File: src/rtl/lsu_pkg.sv
// Shared definitions for the load/store sequencer: FSM encoding, fun3 decodes,
// fault codes and the unshifted byte masks issued by the control unit.
package lsu_pkg;

   typedef enum logic [2:0] {
      ST_IDLE  = 3'd0,
      ST_REQ   = 3'd1,
      ST_WAIT  = 3'd2,
      ST_DONE  = 3'd3,
      ST_FAULT = 3'd4
   } lsu_state_e;

   localparam logic [2:0] F3_LB  = 3'b000;
   localparam logic [2:0] F3_LH  = 3'b001;
   localparam logic [2:0] F3_LW  = 3'b010;
   localparam logic [2:0] F3_LBU = 3'b100;
   localparam logic [2:0] F3_LHU = 3'b101;

   localparam logic [1:0] FAULT_NONE     = 2'b00;
   localparam logic [1:0] FAULT_MISALIGN = 2'b01;
   localparam logic [1:0] FAULT_TIMEOUT  = 2'b10;

   localparam logic [3:0] MASK_B = 4'b0001;
   localparam logic [3:0] MASK_H = 4'b0011;
   localparam logic [3:0] MASK_W = 4'b1111;

   // size is fun3[1:0]: 00 byte, 01 half, 10 word
   function automatic logic is_misaligned(input logic [1:0] size, input logic [1:0] off);
      logic mis;
      mis = 1'b0;
      case (size)
         2'b01:   mis = off[0];
         2'b10:   mis = (off != 2'b00);
         default: mis = 1'b0;
      endcase
      return mis;
   endfunction

endpackage

File: src/rtl/lsu_align.sv
// Combinational byte-lane logic: store lane shift, byte enables, alignment
// check for the incoming request, and load extraction/extension.
module lsu_align
   import lsu_pkg::*;
(
   input  logic [1:0]  req_size_i,
   input  logic [3:0]  req_mask_i,
   input  logic [1:0]  req_off_i,
   input  logic [31:0] req_wdata_i,
   output logic [3:0]  req_be_o,
   output logic [31:0] req_wdata_o,
   output logic        req_misalign_o,
   input  logic [2:0]  ld_fun3_i,
   input  logic [1:0]  ld_off_i,
   input  logic [31:0] ld_rdata_i,
   output logic [31:0] ld_data_o
);

   logic [7:0]  be_wide;
   logic [31:0] ld_shift;

   always_comb begin
      be_wide        = {4'b0000, req_mask_i} << req_off_i;
      req_be_o       = be_wide[3:0];
      req_wdata_o    = req_wdata_i << {req_off_i, 3'b000};
      req_misalign_o = is_misaligned(req_size_i, req_off_i);
   end

   always_comb begin
      ld_shift = ld_rdata_i >> {ld_off_i, 3'b000};
      case (ld_fun3_i)
         F3_LB:   ld_data_o = {{24{ld_shift[7]}}, ld_shift[7:0]};
         F3_LH:   ld_data_o = {{16{ld_shift[15]}}, ld_shift[15:0]};
         F3_LBU:  ld_data_o = {24'h000000, ld_shift[7:0]};
         F3_LHU:  ld_data_o = {16'h0000, ld_shift[15:0]};
         default: ld_data_o = ld_shift;
      endcase
   end

endmodule

File: src/rtl/lsu_sequencer.sv
// Multi-cycle load/store sequencer: captures one access from the control stage,
// runs the req/gnt/rvalid handshake and stalls the pipeline until it completes.
module lsu_sequencer
   import lsu_pkg::*;
#(
   parameter int TIMEOUT = 255,
   parameter int CNT_W   = 8
)
(
   input  logic        clk,
   input  logic        rst_n,
   input  logic        load,
   input  logic        store,
   input  logic [2:0]  fun3,
   input  logic [3:0]  mem_mask,
   input  logic [31:0] addr,
   input  logic [31:0] wdata,
   output logic        stall,
   output logic        ld_valid,
   output logic [31:0] ld_data,
   output logic        fault,
   output logic [1:0]  fault_code,
   output logic        dmem_req,
   output logic        dmem_we,
   output logic [3:0]  dmem_be,
   output logic [31:0] dmem_addr,
   output logic [31:0] dmem_wdata,
   input  logic        dmem_gnt,
   input  logic        dmem_rvalid,
   input  logic [31:0] dmem_rdata
);

   localparam logic [CNT_W-1:0] CNT_LAST = CNT_W'(TIMEOUT - 1);

   lsu_state_e       state_q, state_d;
   logic             op_load_q, op_load_d;
   logic [2:0]       fun3_q, fun3_d;
   logic [1:0]       off_q, off_d;
   logic [29:0]      waddr_q, waddr_d;
   logic [3:0]       be_q, be_d;
   logic [31:0]      wdata_q, wdata_d;
   logic [31:0]      ld_data_q, ld_data_d;
   logic [1:0]       code_q, code_d;
   logic [CNT_W-1:0] cnt_q, cnt_d;

   logic             req_any;
   logic             misalign;
   logic             cnt_expired;
   logic             in_req;
   logic [3:0]       be_in;
   logic [31:0]      wdata_sh;
   logic [31:0]      ld_ext;

   lsu_align u_align (
      .req_size_i     (fun3[1:0]),
      .req_mask_i     (mem_mask),
      .req_off_i      (addr[1:0]),
      .req_wdata_i    (wdata),
      .req_be_o       (be_in),
      .req_wdata_o    (wdata_sh),
      .req_misalign_o (misalign),
      .ld_fun3_i      (fun3_q),
      .ld_off_i       (off_q),
      .ld_rdata_i     (dmem_rdata),
      .ld_data_o      (ld_ext)
   );

   assign req_any     = load | store;
   // >= rather than == so a gnt on the last REQ cycle still times out the following WAIT
   assign cnt_expired = (cnt_q >= CNT_LAST);

   always_comb begin
      state_d   = state_q;
      op_load_d = op_load_q;
      fun3_d    = fun3_q;
      off_d     = off_q;
      waddr_d   = waddr_q;
      be_d      = be_q;
      wdata_d   = wdata_q;
      ld_data_d = ld_data_q;
      code_d    = code_q;
      cnt_d     = cnt_q;

      case (state_q)
         ST_IDLE: begin
            cnt_d = '0;
            if (req_any) begin
               op_load_d = load;
               fun3_d    = fun3;
               off_d     = addr[1:0];
               waddr_d   = addr[31:2];
               be_d      = be_in;
               wdata_d   = wdata_sh;
               if (misalign) begin
                  state_d = ST_FAULT;
                  code_d  = FAULT_MISALIGN;
               end else begin
                  state_d = ST_REQ;
               end
            end
         end
         ST_REQ: begin
            cnt_d = cnt_q + CNT_W'(1);
            if (dmem_gnt) begin
               state_d = op_load_q ? ST_WAIT : ST_DONE;
            end else if (cnt_expired) begin
               state_d = ST_FAULT;
               code_d  = FAULT_TIMEOUT;
            end
         end
         ST_WAIT: begin
            cnt_d = cnt_q + CNT_W'(1);
            if (dmem_rvalid) begin
               ld_data_d = ld_ext;
               state_d   = ST_DONE;
            end else if (cnt_expired) begin
               state_d = ST_FAULT;
               code_d  = FAULT_TIMEOUT;
            end
         end
         ST_DONE:  state_d = ST_IDLE;
         ST_FAULT: state_d = ST_IDLE;
         default:  state_d = ST_IDLE;
      endcase
   end

   always_ff @(posedge clk or negedge rst_n) begin
      if (!rst_n) begin
         state_q   <= ST_IDLE;
         op_load_q <= 1'b0;
         fun3_q    <= '0;
         off_q     <= '0;
         waddr_q   <= '0;
         be_q      <= '0;
         wdata_q   <= '0;
         ld_data_q <= '0;
         code_q    <= FAULT_NONE;
         cnt_q     <= '0;
      end else begin
         state_q   <= state_d;
         op_load_q <= op_load_d;
         fun3_q    <= fun3_d;
         off_q     <= off_d;
         waddr_q   <= waddr_d;
         be_q      <= be_d;
         wdata_q   <= wdata_d;
         ld_data_q <= ld_data_d;
         code_q    <= code_d;
         cnt_q     <= cnt_d;
      end
   end

   // Bus outputs are only driven while a request is outstanding
   assign in_req     = (state_q == ST_REQ);
   assign dmem_req   = in_req;
   assign dmem_we    = in_req & ~op_load_q;
   assign dmem_be    = in_req ? be_q : '0;
   assign dmem_addr  = in_req ? {waddr_q, 2'b00} : '0;
   assign dmem_wdata = in_req ? wdata_q : '0;

   assign stall      = (state_q == ST_IDLE) ? req_any
                                            : (in_req || (state_q == ST_WAIT));
   assign ld_valid   = (state_q == ST_DONE) & op_load_q;
   assign ld_data    = ld_data_q;
   assign fault      = (state_q == ST_FAULT);
   assign fault_code = fault ? code_q : FAULT_NONE;

endmodule
File: config.mk
export PLATFORM = sky130hd
export DESIGN_NAME = lsu_sequencer
export DESIGN_NICKNAME = d
export VERILOG_FILES = /design/src/rtl/lsu_pkg.sv /design/src/rtl/lsu_align.sv /design/src/rtl/lsu_sequencer.sv
export SDC_FILE = /design/constraint.sdc
export NUM_CORES = 1
export LEC_CHECK = 0
export BUFFER_PORTS_ARGS = -buffer_cell sky130_fd_sc_hd__buf_2
export CAP_MARGIN = 20
export CELL_PAD_IN_SITES_DETAIL_PLACEMENT = 0
export CELL_PAD_IN_SITES_GLOBAL_PLACEMENT = 1
export CORE_UTILIZATION = 37
export DETAILED_ROUTE_END_ITERATION = 16
export GPL_ROUTABILITY_DRIVEN = 0
export PLACE_DENSITY_LB_ADDON = 0.1
export SYNTH_ARGS = -nofsm -noshare
export SYNTH_HDL_FRONTEND = slang
export SYNTH_SLANG_ARGS = --single-unit
File: constraint.sdc
create_clock -name clk -period 2.25 [get_ports clk]
set_input_delay 0 -clock clk [delete_from_list [all_inputs] [get_ports clk]]
set_output_delay 0 -clock clk [all_outputs]
set_load 0.02 [all_outputs]
Yosys cells after proc, flatten, opt, wreduce, memory -nomap -nowiden:

Index checks and enable logic that the tools add are counted.

* flip-flop bits (word level): 117
* input port bits: 109
* output and inout bits: 107
* word-level logic and storage cells: 63

* add/sub/neg operators: 1
* $lt $le $gt $ge: 1
* eq/ne operators: 13
* shifts and indexed selects: 3
* mux-type cells: 21
* bitwise gates (word level): 4
* reductions and logical operators: 10

Operators by type and width (count)
* $pmux W32 S4: 1
* $mux W32: 2
* $shl A32 B5 Y32: 1
* $shr A32 B5 Y32: 1
* $pmux W8 S2: 1
* $mux W3: 5
* $mux W2: 6
* $eq A3 B3 Y1 const B: 3
* $pmux W3 S3: 1
* $add A8 B1 Y8 const B: 1
* $ge A8 B8 Y1 const B: 1
* $ne A2 B2 Y1 const B: 4
* $eq A3 B1 Y1 const B: 2
* $eq A3 B2 Y1 const B: 2
* $logic_not A3 Y1: 2
* $pmux W2 S3: 1
* $reduce_and A5 Y1: 1
* $mux W4: 1
* $reduce_and A2 Y1: 2
* $reduce_bool A2 Y1: 2
* $shl A4 B2 Y4: 1
* $reduce_bool A3 Y1: 1
* $and A1 B1 Y1: 2
* $eq A2 B1 Y1 const B: 1
* other kinds (7): 8

Logic depth before layout (Yosys ltp):

Gate-level depths: netlist (run 1).

* depth in word-level cells: 5
* gate-level depth with buffers: 8
* depth with buffers taken out: 6

Hierarchy:

A second synthesis (run 1) with hierarchy kept.

* cells, all modules: 592
* area total of the unflattened synthesis: 6588.8 µm²

Modules (own cells, without submodules)
* lsu_sequencer: times used 1, cells each 390, area an instance 5205.0 µm², sequential area each 2927.8 µm²
* lsu_align: times used 1, cells each 202, area an instance 1383.8 µm², sequential area each 0.0 µm²

Least setup slack after synthesis (run 1):

Ideal clock, no wire load.

* path type: register to register
* start: register off_q[1]
* end: register ld_data_q[22] (netlist: ld_data[22])
* setup time: 121 ps
* arrival time: 1542 ps
* setup slack: 587 ps
* cell stages (with the launch flop): 7
* path buffers: 2
* clock period less this slack: 1663 ps
* cell sequence: dfrtp_1 buf_6 mux4_2 o22ai_2 o21ai_2 buf_6 o22a_1

* word-level cells in the longest chain between the ends: 2

Ends and longest elaborated chain
* start, declared: RTL line lsu_sequencer.sv:38 `logic [1:0] off_q, off_d;`
* start signal, assigned: RTL line lsu_sequencer.sv:132 `off_q <= '0;`
* start signal, assigned: RTL line lsu_sequencer.sv:143 `off_q <= off_d;`
* $shr A32 B5 Y32: RTL line lsu_align.sv:30 `ld_shift = ld_rdata_i >> {ld_off_i, 3'b000};`
* $pmux W32 S4: RTL line lsu_align.sv:31 `case (ld_fun3_i)`
* end signal, assigned: RTL line lsu_sequencer.sv:147 `ld_data_q <= ld_data_d;`
* end, declared: RTL line lsu_sequencer.sv:42 `logic [31:0] ld_data_q, ld_data_d;`

No other way between the ends.
A chain may end at the register's enable or synchronous reset.

Final worst setup path (run 1):

* start: register off_q[0]
* end: register ld_data_q[3] (netlist: ld_data[3])

The elaborated chain is that of the path after synthesis.

==> results by group, run 1 <==
Run status
  • Status: finished clean

Floorplanning
  • Io pins: roughly 220
  • Total die area: approximately 17,000 µm²
  • Die Wd: around 130 µm
  • Die Span Y: between 100 and 150 µm
  • Core Rows: between 40 and 50
  • Core area: approximately 16,000 µm²
  • Initial Utilization: 38.5%

Power and ir drop
  • PwrDens: between 1000 and 1500 nW/µm²
  • Peak supply drop: 0.000637 V
  • P_leak: between 4 and 5 nW
  • Power, Total: 11.1 mW

Setup path
  • CP arrival: 2390 ps
  • Reg-to-reg endpoint: ld_data[3]$_DFFE_PN0P_
  • Crit path launch type: flip-flop
  • Reg-to-reg slack, setup: roughly 150 ps
  • Critical Path RT: 2540 ps
  • Crit end category: flip-flop
  • Start-to-end type of the worst setup path: reg -> reg
  • Critical path peak fanout: 26
  • RR Startpoint: off_q[0]$_DFFE_PN0P_
  • R2r worst-path depth: 5

Timing
  • Final hold vios: 0
  • Final worst slack: around 150 ps
  • Crit path time final: about 2100 ps
  • Clk_skew: 8.05 ps
  • Max_slew headroom: 54.5%
  • Setup TNS: 0 ps
  • Final hold slack: a little over 5 ps
  • Slew Limit Fails: 0
  • Worst-margin pin slew: between 600 and 700 ps
  • FMAX: between 400 and 500 MHz
  • Period utilization: approximately 94%
  • Final setup violation count: 0
  • RSZ-0062 raised after global routing: no

Logic synthesis
  • Ys Warns: 0
  • Avg Inst Size Synth: 8.96 µm²
  • Post-Syn Area: between 6000 and 7000 µm²
  • Number of synthesized register bits: 117
  • Ys flop type: dfrtp_1
  • Post-synth EDFFs: 0
  • Area share of the largest cell type after synthesis: 47.1%
  • Instance count of the mapped netlist: 693
  • Synth async-reset ratio: 100%
  • Sequential area share after synthesis: a little under half
  • Post-synth cell types: 51
  • Area contributors post-synth: dfrtp_1, nand2_1, and2_1
  • Largest area contributor in the netlist: dfrtp_1

Layout
  • Syn-to-layout area delta: 42.6%
  • Diodes inserted: 0
  • Final non-filler cell area: 8850 µm²
  • Layout cell share with drive strength beyond 1: between 20 and 30%
  • Final Instance Count excl. Fillers: roughly 1,200
  • Final net count: approximately 1,100
  • Final core occ: between 50% and 60%

GRT
  • Initial antenna violation count: 0
  • Vias in the first global route: around 6,000
  • Total congestion overflow: 0
  • Largest net degree at the start of global routing: 50
  • Gr usage total: 22.6%
  • Global-route wire length before repair: roughly 30 mm

Job
  • Max Cap Viol: 0

Drt
  • Initial DRC Count: just over 200
  • Via density per instance: ~4.9
  • # DRC: 0
  • Antenna-violating nets left: 0
  • DRT Pass-1 Iters: 4
  • Avg WL per Cell: approximately 16 µm
  • Vias post-DR: between 5,000 and 6,000
  • Final WL: approximately 19 mm

Min path
  • Worst Hold Depth: 4
  • HP Start: store
  • End of the worst hold path: waddr_q[29]$_DFFE_PN0P_
  • Hold Crit Class: in -> reg

Clock tree
  • CTS Sinks: roughly 120
  • Root buffer cell: clkbuf_16
  • CTS tree: done
  • Clk slew on worst S/H paths: ~50 ps
  • H-tree levels: 4
  • Setup Fix Bufs, Post-CTS: 0
  • Clk Latency, worst-skew pair: about 420 ps
  • Cts bufs inserted: 17
  • CTS max path bufs: 2

Placed design
  • DP Worst Slack: slightly below 400 ps
  • Placed Cells: roughly 1,100
  • Buffers on Ports: approximately 210
  • Post-DP Area: around 7500 µm²
  • Hpwl dp: ~13 mm
-- sequential cells by signal, indices dropped and copies added (netlist names) --
| signal | count |
|---|---|
| be_q | 4 |
| cnt_q | 8 |
| code_q | 2 |
| fun3_q | 3 |
| ld_data | 32 |
| off_q | 2 |
| op_load_q | 1 |
| state_q | 3 |
| waddr_q | 30 |
| wdata_q | 32 |
-- synth_stat cells (3+ instances only) --
cell type  instances
buf_4              3
nor2b_1           13
nand3_1           11
buf_1              3
and2_1            82
buf_2             14
o211ai_1           9
nand2_1          173
ha_1               4
inv_1              5
a21oi_1           33
mux2_2            17
nor2_1            41
o21ai_0           24
o22a_1            16
and3_1             3
mux2i_1           33
a211oi_1          11
clkbuf_1          29
dfrtp_1          117
o31ai_1           11
nand2b_1           4
-- per-layer routing --
layer	vias up	track usage (%)	wire [µm]
li1	2875	-	-
met5	-	0	0
met3	27	5.90	1010
met2	166	38.1	9110
met1	2809	27.9	8390
met4	0	7.69	309
-- worst max-delay path, stage by stage (launching register included) --
cell,delay (ps)
dfrtp_1,400
buf_4,340
mux2_2,370
dlygate4sd3_1,560
o211ai_1,220
nand2_1,70
-- layout make-up --
type / instances / area [µm²]
fillers: 1546 / 7260
multi-input cells: 521 / 3070
flip-flops and latches: 117 / 2930
repair buffers: 307 / 2000
clock buffers: 21 / 470
well taps: 216 / 270
clock inverters: 10 / 105
inverters: 5 / 18.8
-- power by group --
group / leakage, nW / internal, mW / switching (mW) / total (mW)
clock network: 0.284 / 1.70 / 0.959 / 2.66
registers: 1.45 / 3.03 / 0.519 / 3.55
logic: 2.79 / 1.97 / 2.97 / 4.94
total: 4.52 / 6.69 / 4.45 / 11.1
-- what timing repair did --
item,in CTS,in global routing
endpoints found under the hold margin,121,0
resized for setup,0,0
hold buffers,74,0
-- cells by family (layout without fill, tap and decap cells) --
family / after synthesis / after routing / synth area share [%]
AOI/OAI and AO/OA: 120 / 120 / 12.8
other: 1 / 2 / 0.0604
buffers and inverters: 56 / 343 / 4.09
adders and majority gates: 5 / 5 / 0.967
and+or+nand+nor: 342 / 342 / 26.1
muxes: 51 / 51 / 8.76
xor gates and xnor gates: 1 / 1 / 0.141
DFF: 117 / 117 / 47.1
-- how the worst max path moves through the flow --
stage	startpoint	end	slack (ps)	cells after the start
6_report	off_q[0]$_DFFE_PN0P_	ld_data[3]$_DFFE_PN0P_	150	5
5_1_grt	off_q[0]$_DFFE_PN0P_	ld_data[3]$_DFFE_PN0P_	40	5
4_1_cts	off_q[0]$_DFFE_PN0P_	ld_data[3]$_DFFE_PN0P_	180	5
3_5_place_dp	state_q[0]$_DFFE_PN0N_	waddr_q[18]$_DFFE_PN0P_	390	5
3_3_place_gp	state_q[0]$_DFFE_PN0N_	fun3_q[2]$_DFFE_PN0P_	450	5
2_1_floorplan	off_q[1]$_DFFE_PN0P_	ld_data[22]$_DFFE_PN0P_	590	6
-- cell usage in the layout (no fill, tap or decap), types with 9 or more instances in the layout --
master,count
dlygate4sd3_1,74
a211oi_1,11
o31ai_1,11
o22a_1,16
buf_4,18
dfrtp_1,117
nor2b_1,13
o21ai_0,24
and2_1,82
nor2_1,41
nand3_1,11
mux2_2,17
buf_2,212
o211ai_1,9
clkbuf_16,17
nand2_1,173
mux2i_1,33
a21oi_1,33
Note: power is estimated with default switching activity, not from simulation.
==> run 2, diff against run 1 <==
==> constraint.sdc (replaced) <==
create_clock -name clk -period 2.25 [get_ports clk]
set_input_delay 0 -clock clk [delete_from_list [all_inputs] [get_ports clk]]
set_output_delay 0 -clock clk [all_outputs]
set_load 0.05 [all_outputs]
==> run 2 against run 1 <==
Effect of this change: combinational power up 28%; critical path depth unchanged; clock skew up 0.84 ps; routed wire length down 2.5%; maximum frequency up 0.59%; critical endpoint is now ld_data[5]$_DFFE_PN0P_; largest power group unchanged; highest routed layer unchanged.
==> results by group, run 2 (synthesis results as in run 1) <==
Run status
  • Status: finished clean (unchanged)

GRT
  • Global-route wire length before repair: 30.2 mm (was 30.9 mm)
  • Gr usage total: 22.0% (was 22.6%)
  • Initial antenna violation count: 0 (unchanged)
  • Total congestion overflow: 0 (unchanged)
  • Largest net degree at the start of global routing: 70 (was 50)
  • Vias in the first global route: 5,962 (was 6,092)

Min path
  • Hold Crit Class: in -> reg (unchanged)
  • HP Start: dmem_rdata[9] (was store)
  • End of the worst hold path: ld_data[1]$_DFFE_PN0P_ (was waddr_q[29]$_DFFE_PN0P_)
  • Worst Hold Depth: 4 (unchanged)

Power and ir drop
  • P_leak: 4.54 nW (was 4.52 nW)
  • PwrDens: 1420 nW/µm² (was 1260 nW/µm²)
  • Peak supply drop: 0.000658 V (was 0.000637 V)
  • Power, Total: 12.7 mW (was 11.1 mW)

Setup path
  • Critical Path RT: 2540 ps (about the same)
  • Reg-to-reg slack, setup: 160 ps (was 150 ps)
  • Critical path peak fanout: 26 (unchanged)
  • Reg-to-reg endpoint: ld_data[5]$_DFFE_PN0P_ (was ld_data[3]$_DFFE_PN0P_)
  • Crit path launch type: flip-flop (unchanged)
  • Crit end category: flip-flop (unchanged)
  • R2r worst-path depth: 5 (unchanged)
  • CP arrival: 2380 ps (was 2390 ps)
  • RR Startpoint: off_q[0]$_DFFE_PN0P_ (unchanged)
  • Start-to-end type of the worst setup path: reg -> reg (unchanged)

Job
  • Max Cap Viol: 0 (unchanged)

Layout
  • Layout cell share with drive strength beyond 1: 29.5% (was 29.6%)
  • Final net count: 1,081 (was 1,082)
  • Commonest non-fill, non-tap cells in the layout: buf_2, nand2_1, dfrtp_1, and2_1, dlygate4sd3_1 (unchanged)
  • Most common cell after layout, fill and taps aside: buf_2 (unchanged)
  • Filler cell count in the final layout: 1,507 (was 1,546)
  • Syn-to-layout area delta: 43.5% (was 42.6%)
  • Diodes inserted: 0 (unchanged)

Floorplanning
  • Core area: 16,100 µm² (unchanged)
  • Core Rows: 46 (unchanged)
  • Total die area: 17,300 µm² (unchanged)
  • Die Span Y: 132 µm (unchanged)
  • Io pins: 216 (unchanged)
  • Die Wd: 132 µm (unchanged)
  • Initial Utilization: 38.5% (unchanged)

Timing
  • Period utilization: 93.0% (was 93.5%)
  • Crit path time final: 2090 ps (was 2100 ps)
  • Setup TNS: 0 ps (unchanged)
  • Slew Limit Fails: 0 (unchanged)
  • RSZ-0062 raised after global routing: no (unchanged)
  • Max_slew headroom: 54.7% (was 54.5%)
  • Final setup violation count: 0 (unchanged)
  • Final hold vios: 0 (unchanged)
  • Worst-margin pin slew: 678 ps (was 683 ps)
  • FMAX: 478 MHz (was 475 MHz)
  • Clk_skew: 8.89 ps (was 8.05 ps)

Drt
  • Via density per instance: 4.88 (was 4.91)
  • # DRC: 0 (unchanged)
  • Vias post-DR: 5,839 (was 5,877)
  • Wire length on met3: 1.10 mm (was 1.01 mm)
  • Avg WL per Cell: 15.3 µm (was 15.7 µm)
  • Final WL: 18.3 mm (was 18.8 mm)
  • Antenna-violating nets left: 0 (unchanged)
  • Initial DRC Count: 265 (was 207)
  • WL met2: 9.11 mm (unchanged)
  • DRT Pass-1 Iters: 7 (was 4)
  • Routed met1 length: 7.97 mm (was 8.39 mm)
  • Top sig layer: met4 (unchanged)

Placed design
  • Hpwl dp: 12.8 mm (was 13.1 mm)
  • Buffers on Ports: 213 (unchanged)

Clock tree
  • Clk Latency, worst-skew pair: 410 ps (was 420 ps)
  • Cts bufs inserted: 17 (unchanged)
  • # resized after CTS: 0 (unchanged)
  • H-tree levels: 4 (unchanged)
  • Clk slew on worst S/H paths: 60 ps (was 50 ps)
  • CTS max path bufs: 2 (unchanged)
  • CTS tree: done (unchanged)
  • Root buffer cell: clkbuf_16 (unchanged)
  • CTS Sinks: 117 (unchanged)
## run 2: final cells by class
type                       instances  area (µm²)  area share, %
inverter                           5        18.8          0.211
sequential                       117        2930           32.8
clock buffer                      24         502           5.63
clock inverter                     8         120           1.35
timing repair buffer             306        2010           22.5
tap                              216         270           3.03
multi-input combinational        521        3070           34.4
## run 2: worst max-delay path by stage
stage                     cells past startpoint                    from  slack [ps]                      end
after floorplan                               4  state_q[0]$_DFFE_PN0N_         270           dmem_wdata[22]
after global placement                        5  state_q[0]$_DFFE_PN0N_         470    fun3_q[2]$_DFFE_PN0P_
after detailed placement                      5  state_q[0]$_DFFE_PN0N_         430  waddr_q[18]$_DFFE_PN0P_
after CTS                                     5    off_q[0]$_DFFE_PN0P_         160   ld_data[5]$_DFFE_PN0P_
after global routing                          5    off_q[0]$_DFFE_PN0P_          50   ld_data[5]$_DFFE_PN0P_
final                                         5    off_q[0]$_DFFE_PN0P_         160   ld_data[5]$_DFFE_PN0P_
## run 2: per-stage QoR
| step | instances | hold slack (ps) | setup slack, ps | util [%] | instance area [µm²] |
|---|---|---|---|---|---|
| after floorplan | 694 | -296 | 272 | - | 6210 |
| after global placement | 1090 | 65.1 | 471 | 46.7 | 7520 |
| after detailed placement | 1090 | 85.0 | 430 | 46.7 | 7520 |
| after CTS | 1196 | 1.99 | 165 | 55.1 | 8890 |
| after global routing | 1197 | 24.5 | 45.7 | 55.3 | 8910 |
| final | 1197 | 20.5 | 158 | 55.3 | 8910 |
## run 2: timing repair
action,CTS,global route
hold buffers,74,0
hold endpoints to repair,121,0
buffers inserted,0,0
## run 2: worst max-delay path: stages, from the launching register on
cell,delay (ps)
dfrtp_1,410
buf_4,340
mux2_2,370
dlygate4sd3_1,560
o211ai_1,200
nand2_1,80
## run 2: routing by layer
layer  up-vias  global-route usage, %
met5         -                      0
met4         0                   5.30
met3        12                   5.59
met2       163                   37.4
met1      2780                   27.7
li1       2884                      -
## run 2: power by group
group | total, mW | internal, mW | switching (mW)
logic | 6.34 | 2.00 | 4.34
clock network | 2.80 | 1.88 | 0.922
registers | 3.54 | 3.03 | 0.510
total | 12.7 | 6.91 | 5.77
==> run 3, diff against run 2 <==
--- a/config.mk
+++ b/config.mk
@@ -12,7 +12,8 @@
 export CORE_UTILIZATION = 37
 export DETAILED_ROUTE_END_ITERATION = 16
 export GPL_ROUTABILITY_DRIVEN = 0
-export PLACE_DENSITY_LB_ADDON = 0.1
+export HOLD_SLACK_MARGIN = 0.08
+export PLACE_DENSITY_LB_ADDON = 0.12
 export SYNTH_ARGS = -nofsm -noshare
 export SYNTH_HDL_FRONTEND = slang
 export SYNTH_SLANG_ARGS = --single-unit
==> run 3 against run 2 <==
Effect of this change: utilization grew 2.5 points; sequential power grew 2%; critical path depth grew 1; maximum frequency grew 0.31%; critical endpoint is now ld_data[14]$_DFFE_PN0P_; largest power group unchanged; highest routed layer unchanged.
==> results by group, run 3 (synthesis results as in run 1) <==
Run status
  • Status: finished clean (unchanged)

Timing
  • Final setup violation count: 0 (unchanged)
  • Setup TNS: 0 ps (unchanged)
  • Clk_skew: 7.18 ps (was 8.89 ps)
  • Final hold vios: 0 (unchanged)
  • Max_slew headroom: 50.6% (was 54.7%)
  • Final worst slack: 165 ps (was 158 ps)
  • Crit path time final: 2090 ps (about the same)
  • Worst-margin pin slew: 738 ps (was 678 ps)
  • Slew Limit Fails: 0 (unchanged)
  • RSZ-0062 raised after global routing: no (unchanged)
  • FMAX: 480 MHz (was 478 MHz)
  • Period utilization: 92.7% (was 93.0%)

GRT
  • Largest net degree at the start of global routing: 70 (unchanged)
  • Gr usage total: 23.3% (was 22.0%)
  • Total congestion overflow: 0 (unchanged)
  • Initial antenna violation count: 0 (unchanged)
  • Global-route wire length before repair: 32.0 mm (was 30.2 mm)
  • Vias in the first global route: 6,388 (was 5,962)

Clock tree
  • Setup Fix Bufs, Post-CTS: 0 (unchanged)
  • Clk Latency, worst-skew pair: 410 ps (about the same)
  • Root buffer cell: clkbuf_16 (unchanged)
  • CTS tree: done (unchanged)
  • CTS max path bufs: 2 (unchanged)
  • H-tree levels: 4 (unchanged)
  • CTS Sinks: 117 (unchanged)
  • Cts bufs inserted: 17 (unchanged)
  • Clk slew on worst S/H paths: 50 ps (was 60 ps)

Floorplanning
  • Initial Utilization: 38.5% (unchanged)
  • Core Rows: 46 (unchanged)
  • Die Wd: 132 µm (unchanged)
  • Core area: 16,100 µm² (unchanged)
  • Io pins: 216 (unchanged)
  • Total die area: 17,300 µm² (unchanged)
  • Die Span Y: 132 µm (unchanged)

Drt
  • DRT Pass-1 Iters: 5 (was 7)
  • Antenna-violating nets left: 0 (unchanged)
  • Vias post-DR: 6,066 (was 5,839)
  • Final WL: 19.0 mm (was 18.3 mm)
  • # DRC: 0 (unchanged)
  • Via density per instance: 4.91 (was 4.88)
  • Initial DRC Count: 315 (was 265)
  • Avg WL per Cell: 15.4 µm (was 15.3 µm)

Setup path
  • Reg-to-reg endpoint: ld_data[14]$_DFFE_PN0P_ (was ld_data[5]$_DFFE_PN0P_)
  • RR Startpoint: off_q[0]$_DFFE_PN0P_ (unchanged)
  • R2r worst-path depth: 6 (was 5)
  • Worst Path Buf+Inv: 2 (unchanged)
  • Start-to-end type of the worst setup path: reg -> reg (unchanged)
  • CP peak stage delay: 580 ps (was 560 ps)
  • CP arrival: 2420 ps (was 2380 ps)
  • Cell family with most CP delay: buffers and inverters (unchanged)
  • Critical path peak fanout: 29 (was 26)
  • Crit end category: flip-flop (unchanged)
  • Crit-path slowest cell: dlygate4sd3_1 (unchanged)
  • Reg-to-reg slack, setup: 160 ps (about the same)
  • Critical Path RT: 2580 ps (was 2540 ps)
  • Crit path launch type: flip-flop (unchanged)
  • CP Cell Sequence: buf_4 > nor2b_2 > and2_1 > o21ai_0 > dlygate4sd3_1 > a21oi_1 (was buf_4 > mux2_2 > dlygate4sd3_1 > o211ai_1 > nand2_1)

Layout
  • Final Instance Count excl. Fillers: 1,236 (was 1,197)
  • Commonest non-fill, non-tap cells in the layout: buf_2, nand2_1, dfrtp_1, dlygate4sd3_1, and2_1 (was buf_2, nand2_1, dfrtp_1, and2_1, dlygate4sd3_1)
  • Filler cell count in the final layout: 1,478 (was 1,507)
  • Final core occ: 57.8% (was 55.3%)
  • Most common cell after layout, fill and taps aside: buf_2 (unchanged)
  • Layout cell share with drive strength beyond 1: 28.8% (was 29.5%)
  • Final net count: 1,120 (was 1,081)
  • Syn-to-layout area delta: 50.1% (was 43.5%)
  • Diodes inserted: 0 (unchanged)

Power and ir drop
  • P_leak: 4.69 nW (was 4.54 nW)
  • PwrDens: 1390 nW/µm² (was 1420 nW/µm²)
  • Peak supply drop: 0.000730 V (was 0.000658 V)

Placed design
  • DP Worst Slack: 386 ps (was 430 ps)
  • Placed Cells: 1,093 (was 1,090)
  • Hpwl dp: 13.1 mm (was 12.8 mm)
  • Buffers on Ports: 213 (unchanged)

Min path
  • Hold Crit Class: in -> async (was in -> reg)

Job
  • Max Cap Viol: 0 (unchanged)
## run 3: cell count changes in the layout (fill, tap and decap cells not counted), moves of 2 or more
| cell | change |
|---|---|
| clkinv_2 | -2 |
| clkbuf_8 | -2 |
| buf_4 | +2 |
| clkinv_4 | +3 |
| dlygate4sd3_1 | +37 |
## run 3: repair_timing
action / in CTS / in global routing
endpoints found under the setup margin: 0 / 7
hold endpoints to repair: 221 / 0
gates resized for setup: 0 / 2
hold buffers: 111 / 0
## run 3: routing by layer
metal	track usage (%)	share of wire (%)	wire length [µm]
met3	6.64	6.6	1250
met4	8.46	1.9	367
met2	38.5	48	9220
met5	0	0	0
met1	28.8	43	8210
## run 3: worst max path at each step
stage / from / end / slack [ps] / cells past startpoint
6_report: off_q[0]$_DFFE_PN0P_ / ld_data[14]$_DFFE_PN0P_ / 160 / 6
3_3_place_gp: state_q[0]$_DFFE_PN0N_ / off_q[1]$_DFFE_PN0P_ / 430 / 5
3_5_place_dp: state_q[0]$_DFFE_PN0N_ / waddr_q[10]$_DFFE_PN0P_ / 390 / 5
5_1_grt: off_q[0]$_DFFE_PN0P_ / ld_data[14]$_DFFE_PN0P_ / 50 / 6
4_1_cts: state_q[0]$_DFFE_PN0N_ / dmem_wdata[8] / 100 / 4
2_1_floorplan: state_q[0]$_DFFE_PN0N_ / dmem_wdata[22] / 270 / 4
## run 3: report_power, final
group,internal (mW),total (mW),switching (mW)
Sequential,3.03,3.61,0.577
Combinational,2.11,6.44,4.32
Clock,1.94,2.92,0.979
## run 3: area by class of cell
type / instances / area [µm²] / share of cell area (%)
tap: 216 / 270 / 2.90
sequential: 117 / 2930 / 31.4
inverter: 5 / 18.8 / 0.201
multi-input combinational: 521 / 3070 / 32.9
clock inverter: 11 / 174 / 1.87
timing repair buffer: 345 / 2390 / 25.6
clock buffer: 21 / 470 / 5.05
## run 3: stage by stage
| stage | power [mW] | hold slack, ps | area (µm²) |
|---|---|---|---|
| after floorplan | 8.15 | -296 | 6210 |
| after global placement | 9.69 | -38.9 | 7560 |
| after detailed placement | 9.78 | -40.9 | 7560 |
| after CTS | 13.1 | 83.2 | 9310 |
| after global routing | 13.8 | 104 | 9320 |
| final | 13.0 | 87.7 | 9320 |
